**src/rtl/regheap_acc_ctrl.sv**
```systemverilog
// ---------------------------------------------------------------------------
// regheap_acc_ctrl
//
// Sequencing controller for a 64-entry accumulator heap. A job clears the
// heap, streams cfg_len input vectors into it, waits for the heap pipeline
// to settle, then flags the result as readable.
//
// Parameters
//   CNT_W     width of the job length field and the beat counter
//   HEAP_LAT  heap pipeline latency in cycles (1..15)
//
// Ports
//   clk           system clock, rising edge
//   rst           asynchronous active-high reset
//   start         begin a job (honoured in IDLE and DONE only)
//   cfg_len       number of vectors in the job, latched on start
//   abort         cancel the running job (ignored in IDLE)
//   in_v          upstream vector valid
//   in_rdy        vector accepted this cycle (state decode only)
//   heap_data_v   heap data_v strobe = in_v & in_rdy
//   heap_usr_rst  heap accumulator clear
//   out_v         one-cycle pulse: heap result is final
//   busy          job in progress
//   err           one-cycle pulse: start seen with cfg_len == 0
//   beat_cnt      vectors accepted in the current job
//
// state | meaning
// ------+----------------------------------------------------------
// IDLE  | no job; waits for start
// CLR   | one cycle, clears the heap accumulators
// ACC   | accepts vectors until cfg_len beats have been taken
// DRAIN | waits for the heap pipeline to settle
// DONE  | one cycle, out_v high; may chain straight into the next job
// ---------------------------------------------------------------------------
module regheap_acc_ctrl #(
    parameter int CNT_W    = 8,
    parameter int HEAP_LAT = 2
) (
    input  logic             clk,
    input  logic             rst,
    input  logic             start,
    input  logic [CNT_W-1:0] cfg_len,
    input  logic             abort,
    input  logic             in_v,
    output logic             in_rdy,
    output logic             heap_data_v,
    output logic             heap_usr_rst,
    output logic             out_v,
    output logic             busy,
    output logic             err,
    output logic [CNT_W-1:0] beat_cnt
);

    typedef enum logic [2:0] {
        S_IDLE  = 3'd0,
        S_CLR   = 3'd1,
        S_ACC   = 3'd2,
        S_DRAIN = 3'd3,
        S_DONE  = 3'd4
    } state_t;

    // The drain counter is loaded on the final beat and counted down to zero
    // in DRAIN, so the final heap write has HEAP_LAT full cycles of margin
    // before DONE even after the counter's own load cycle.
    localparam logic [3:0] DRAIN_LOAD = 4'(HEAP_LAT);

    state_t           state_q, state_d;
    logic [CNT_W-1:0] beat_q,  beat_d;
    logic [CNT_W-1:0] len_q,   len_d;
    logic [3:0]       drain_q, drain_d;
    logic             usr_rst_q, usr_rst_d;
    logic             out_v_q,   out_v_d;
    logic             err_q,     err_d;

    logic start_ok;
    logic start_bad;
    logic beat;
    logic last_beat;

    assign start_ok  = start && (cfg_len != '0);
    assign start_bad = start && (cfg_len == '0);
    assign beat      = in_v && (state_q == S_ACC);
    assign last_beat = (beat_q == (len_q - 1'b1));

    always_ff @(posedge clk or posedge rst) begin
        if (rst) begin
            state_q   <= S_IDLE;
            beat_q    <= '0;
            len_q     <= '0;
            drain_q   <= '0;
            usr_rst_q <= 1'b0;
            out_v_q   <= 1'b0;
            err_q     <= 1'b0;
        end else begin
            state_q   <= state_d;
            beat_q    <= beat_d;
            len_q     <= len_d;
            drain_q   <= drain_d;
            usr_rst_q <= usr_rst_d;
            out_v_q   <= out_v_d;
            err_q     <= err_d;
        end
    end

    always_comb begin
        state_d   = state_q;
        beat_d    = beat_q;
        len_d     = len_q;
        drain_d   = drain_q;
        usr_rst_d = 1'b0;
        err_d     = 1'b0;

        if (abort && (state_q != S_IDLE)) begin
            // Abort beats everything, including a final beat in the same cycle.
            state_d   = S_IDLE;
            beat_d    = '0;
            usr_rst_d = 1'b1;
        end else begin
            case (state_q)
                S_IDLE: begin
                    if (start_ok) begin
                        len_d   = cfg_len;
                        beat_d  = '0;
                        state_d = S_CLR;
                    end else if (start_bad) begin
                        err_d = 1'b1;
                    end
                end
                S_CLR: begin
                    state_d = S_ACC;
                end
                S_ACC: begin
                    if (beat) begin
                        beat_d = beat_q + 1'b1;
                        if (last_beat) begin
                            drain_d = DRAIN_LOAD;
                            state_d = S_DRAIN;
                        end
                    end
                end
                S_DRAIN: begin
                    if (drain_q == '0) begin
                        state_d = S_DONE;
                    end else begin
                        drain_d = drain_q - 1'b1;
                    end
                end
                S_DONE: begin
                    if (start_ok) begin
                        len_d   = cfg_len;
                        beat_d  = '0;
                        state_d = S_CLR;
                    end else begin
                        err_d   = start_bad;
                        state_d = S_IDLE;
                    end
                end
                default: begin
                    state_d = S_IDLE;
                end
            endcase
        end

        // Registered pulses are keyed on the next state so they line up with
        // the cycle the FSM spends in CLR / DONE.
        if (state_d == S_CLR) begin
            usr_rst_d = 1'b1;
        end
        out_v_d = (state_d == S_DONE);
    end

    assign in_rdy       = (state_q == S_ACC);
    assign heap_data_v  = in_v && in_rdy;
    assign heap_usr_rst = usr_rst_q;
    assign out_v        = out_v_q;
    assign busy         = (state_q != S_IDLE);
    assign err          = err_q;
    assign beat_cnt     = beat_q;

endmodule
```
**config.mk**
```make
export PLATFORM = sky130hd
export DESIGN_NAME = regheap_acc_ctrl
export DESIGN_NICKNAME = d
export VERILOG_FILES = /design/src/rtl/regheap_acc_ctrl.sv
export SDC_FILE = /design/constraint.sdc
export NUM_CORES = 1
export LEC_CHECK = 0
export ABC_AREA = 0
export CAP_MARGIN = 20
export CORE_ASPECT_RATIO = 0.8
export CORE_MARGIN = 1.5
export CORE_UTILIZATION = 56
export CTS_BUF_LIST = sky130_fd_sc_hd__clkbuf_8 sky130_fd_sc_hd__clkbuf_16
export DETAILED_ROUTE_END_ITERATION = 6
export PLACE_DENSITY = 0.84
export SYNTH_ARGS = -nofsm -noshare
export SYNTH_HDL_FRONTEND = slang
export SYNTH_SLANG_ARGS = --single-unit
export TNS_END_PERCENT = 20
```
**constraint.sdc**
```tcl
create_clock -name clk -period 4.9 [get_ports clk]
set_input_delay 0.49 -clock clk [delete_from_list [all_inputs] [get_ports clk]]
set_output_delay 0.49 -clock clk [all_outputs]
set_load 0.05 [all_outputs]
```
Word level (Yosys, flattened, before mapping):

Cells that the tools add are included.

* word-level logic and storage cells: 60
* flip-flop bits (word level): 26
* bits of input ports: 13
* output and inout bits: 14

* reduce and logical (&&, ||, !) cells: 15
* bitwise operators: 1
* add/subtract/negate cells: 3
* multiplexer cells: 22
* eq/ne operators: 12

Operators by type and width (count)
* 8-bit 2-to-1 mux: 3
* 8-bit case mux with 2 select lines: 1
* 3-bit 2-to-1 mux: 5
* 3-bit case mux with 5 select lines: 1
* 4-bit 2-to-1 mux: 3
* 8-bit by 1-bit adder with 8-bit output (second input constant): 1
* 8-bit == test: 1
* 8-bit zero test: 1
* 4-bit case mux with 2 select lines: 1
* 8-bit nonzero test: 1
* 8-bit by 1-bit subtractor with 8-bit output (second input constant): 1
* 1-bit 2-to-1 mux: 7
* 3-bit by 1-bit == test with 1-bit output (second input constant): 2
* 3-bit by 2-bit == test with 1-bit output (second input constant): 2
* 3-bit == test (second input constant): 2
* 3-bit by 1-bit != test with 1-bit output (second input constant): 2
* 3-bit AND reduction: 2
* 3-bit nonzero test: 2
* 5-bit AND reduction: 1
* 1-bit logical AND: 4
* 4-bit zero test: 1
* 2-bit by 1-bit != test with 1-bit output (second input constant): 2
* 4-bit by 1-bit subtractor with 4-bit output (second input constant): 1
* 3-bit zero test: 1
* 5 further kinds: 5

Longest topological paths before layout:

* word-level depth: 8
* depth in mapped cells: 9
* mapped depth without buffers: 8

Worst setup path after synthesis:

OpenSTA, ideal clock, no wires.

* path kind: register -> register
* from: register state_q[2]
* to: register beat_q[7] (netlist: beat_cnt[7])
* clock period less this slack: 2482 ps
* cell stages (with the launch flop): 8
* arrival: 2405 ps
* path buffers: 1
* path slack: 2418 ps
* required time: 4823 ps
* path through: dfrtp_1 -> buf_2 -> nor2_1 -> and2_1 -> and2_1 -> nor2_1 -> or3_1 -> a21oi_1

* longest elaborated chain between the ends: 4
* elaborated cells on any way between the ends: 13
* those cells by class: 4 x eq/ne; 2 x mux; 7 x reduce/logical

RTL lines
* from (decl): line 67 `state_t state_q, state_d;`
* from (signal assigned): line 95 `state_q <= state_d;`
* 3-bit by 2-bit == test with 1-bit output
* net in_rdy: line 45 `output logic in_rdy,`
* 1-bit logical AND
* net heap_data_v: line 46 `output logic heap_data_v,`
* 3-bit by 1-bit != test with 1-bit output (no source line)
* 3-bit AND reduction (no source line)
* to (signal assigned): line 96 `beat_q <= beat_d;`
* to (decl): line 68 `logic [CNT_W-1:0] beat_q, beat_d;`

The timed path passes the listed nets, and every way through them passes these cells.
A chain may end at the register's enable or synchronous reset.

Worst setup path after layout:

* from: register state_q[0]
* to: output heap_data_v

* longest elaborated chain between the ends: 2

RTL lines
* 3-bit by 2-bit == test with 1-bit output: line 172 `assign in_rdy = (state_q == S_ACC);`
* 1-bit logical AND: line 173 `assign heap_data_v = in_v && in_rdy;`
* to (decl): line 46

Every way passes these cells.

==> out/metrics.yaml <==
grt_pass1_wl_um: 6120
dp_slack_ps: 2270
final_area_um2: 1960
wl_per_cell_um: 15.5
hold_ws_ps: 399
intPower_uw: 550
power_switching_uw: 386
fin_util_pct: 72.0
final-max-slew-violation-count: 0
yosys.area_share.adder_pct: 3.77
synthTopCellsByArea: "dfrtp_1 (41%), mux2_2 (5.7%), o21ai_0 (3.8%)"
power_frac_seq_pct: 37.7
setup_tns_ps: 0
ys_seq_elements: 26
ys_warn_count: 0
clock_path_buffers: 2
synthXorXnorAreaFrac_pct: 7.08
critPathKind: "register to primary output"
leakage_nw: 0.775
yosysTopAreaCell: "dfrtp_1"
drive_gt1_share_pct: 11.1
finalHoldViolCount: 0
synth_nets: 182
clk_root_buffer_cell: "clkbuf_8"
area_delta_synth_final_pct: 23.2
synth.most_common_cell: "dfrtp_1"
antenna_found_initial: 0
die-height_um: 50.7
synth_top_family_by_area: "simple AND/OR/NAND/NOR gates"
synth_edf_count: 0
yosysTopAreaCellShare_pct: 40.9
synth.mux.area_fraction_pct: 5.66
ir_drop_uv: 396
grt_max_degree: 27
synth_compound_area_share_pct: 14.4
cp_data_required_time_ps: 4410
p_sw_share_pct: 41.3
p_clk_share_pct: 18.7
powerDensity_nw_per_um2: 477
grt_pass1_vias: 1311
cts_tree: "yes"
p_comb_share_pct: 43.6
fp.dieW_um: 62.6
ys_types: 43
drc: 0
synthSimpleGateAreaFrac_pct: 24.2
setup.worst_path.start_class: "register"
min_path_type: "input pin to asynchronous set/reset pin"
end_kind: "primary output"
pin_count: 27
synth_common_cells: "dfrtp_1 (26), nor2_1 (16), nand2_1 (13), o21ai_0 (12)"
clkSinkCount: 26
synthFlopType: "dfrtp_1"
synthArstFlopShare_pct: 100
dpl_cell_area_um2: 1860
clock_latency_ps: 270
cts_resized: 0
place_congestion: 0.948
fin_crit_sh_pct: 57.2
firstDrtPassIters: 4
grt_usage_pct: 25.4
wirelength_um: 3510
cts_hold_buf: 0
layout_min_cycle_time_ps: 2810
drt-initial-drc-count: 34
avgSynthCellArea_um2: 9.65
tightest_slew_ps: 616
clock.fmax_ghz: 0.356
vias_per_cell: 5.85
h-tree-depth: 1
grt_overflow_total: 0
coreArea_um2: 2720
status: "finished clean"
maxCapViolCount: 0
rsz0062_at_grt: "no"
num-fill-cells: 228
diodes: 0
dpl.hpwl_um: 2670
die_area_um2: 3170
synth.cell_area_um2: 1590
ys_seq_area_share_pct: 40.9
rows: 17
worstPathMaxFanout: 14
worst_slack_ps: 2090
cts.clk_slew.worst_paths_ps: 90
fin_skew_ps: 2.05
crit_arrival_ps: 2320
antenna_left: 0
setup_violations: 0
vias: 1327
start_util_pct: 58.5
nNetsFinal: 207
max-slew-margin-rel_pct: 57.9
post_cts.repair.setup_buffers: 0
cts_buffers: 3
portBuffers: 26
reg2regPathDepth: 8
netlist_instances: 165
-- state kept, by name (all words and copies together), names as in the netlist --
signal	cells
heap_usr_rst	1
beat_cnt	8
len_q	8
err	1
out_v	1
drain_q	4
state_q	3
-- critical path, stage by stage (launching register included) --
cell and delay [ps]:
dfrtp_1 530, nor2_1 280, and2_1 230, and2_1 190
clkdlybuf4s50_1 810
-- layout by cell type (no fill, tap or decap), types with 5 or more instances in the layout --
cell / instances
inv_1: 7
nand3_1: 8
xor2_1: 6
nand2_1: 13
o21ai_0: 12
dfrtp_1: 26
clkdlybuf4s50_1: 26
mux2_2: 8
xnor2_1: 5
nor2_1: 16
nor3b_1: 5
-- power by group through the flow --
stage,logic [mW],clock network [mW],registers [mW]
6_report,0.408,0.175,0.353
5_1_grt,0.448,0.189,0.362
4_1_cts,0.407,0.177,0.350
3_5_place_dp,0.402,0,0.353
3_3_place_gp,0.388,0,0.351
2_1_floorplan,0.303,0,0.357
-- per-stage QoR --
step	total power [mW]	std cells
3_5_place_dp	0.755	222
2_1_floorplan	0.660	165
4_1_cts	0.934	226
5_1_grt	1.00	227
3_3_place_gp	0.739	222
6_report	0.936	227
-- cells by family after synthesis --
logic type | after synthesis
xor gates and xnor gates | 12
AOI/OAI and AO/OA | 30
and+or+nand+nor | 70
buffers and inverters | 14
DFF | 26
muxes | 8
adders and majority gates | 5
-- final timing paths --
kind / start / end / slack [ps]
setup / recovery: state_q[0] / heap_data_v / 2090
hold / removal: rst / err / 400
setup reg to reg: len_q[0] / drain_q[2] / 2660
hold reg to reg: drain_q[1] / drain_q[1] / 570
max in group asynchronous: rst / beat_cnt[3] / 4150
min in group clk: drain_q[1] / drain_q[1] / 570
-- per-layer routing --
layer | up-vias | GRT usage [%] | wire length (um)
li1 | 638 | - | -
met1 | 639 | 33.4 | 1600
met2 | 44 | 41.8 | 1690
met3 | 6 | 6.05 | 181
met4 | 0 | 8.15 | 38
met5 | - | 0 | 0
-- final cells by class --
type / instances / area (um2) / share of cell area [%]
clock buffers: 3 / 41.3 / 2.11
well taps: 38 / 47.5 / 2.43
multi-input cells: 125 / 877 / 44.7
flip-flops and latches: 26 / 651 / 33.2
inverters: 7 / 26.3 / 1.34
repair buffers: 27 / 288 / 14.7
clock inverters: 1 / 30.0 / 1.53
(Power assumes the default switching activity.)
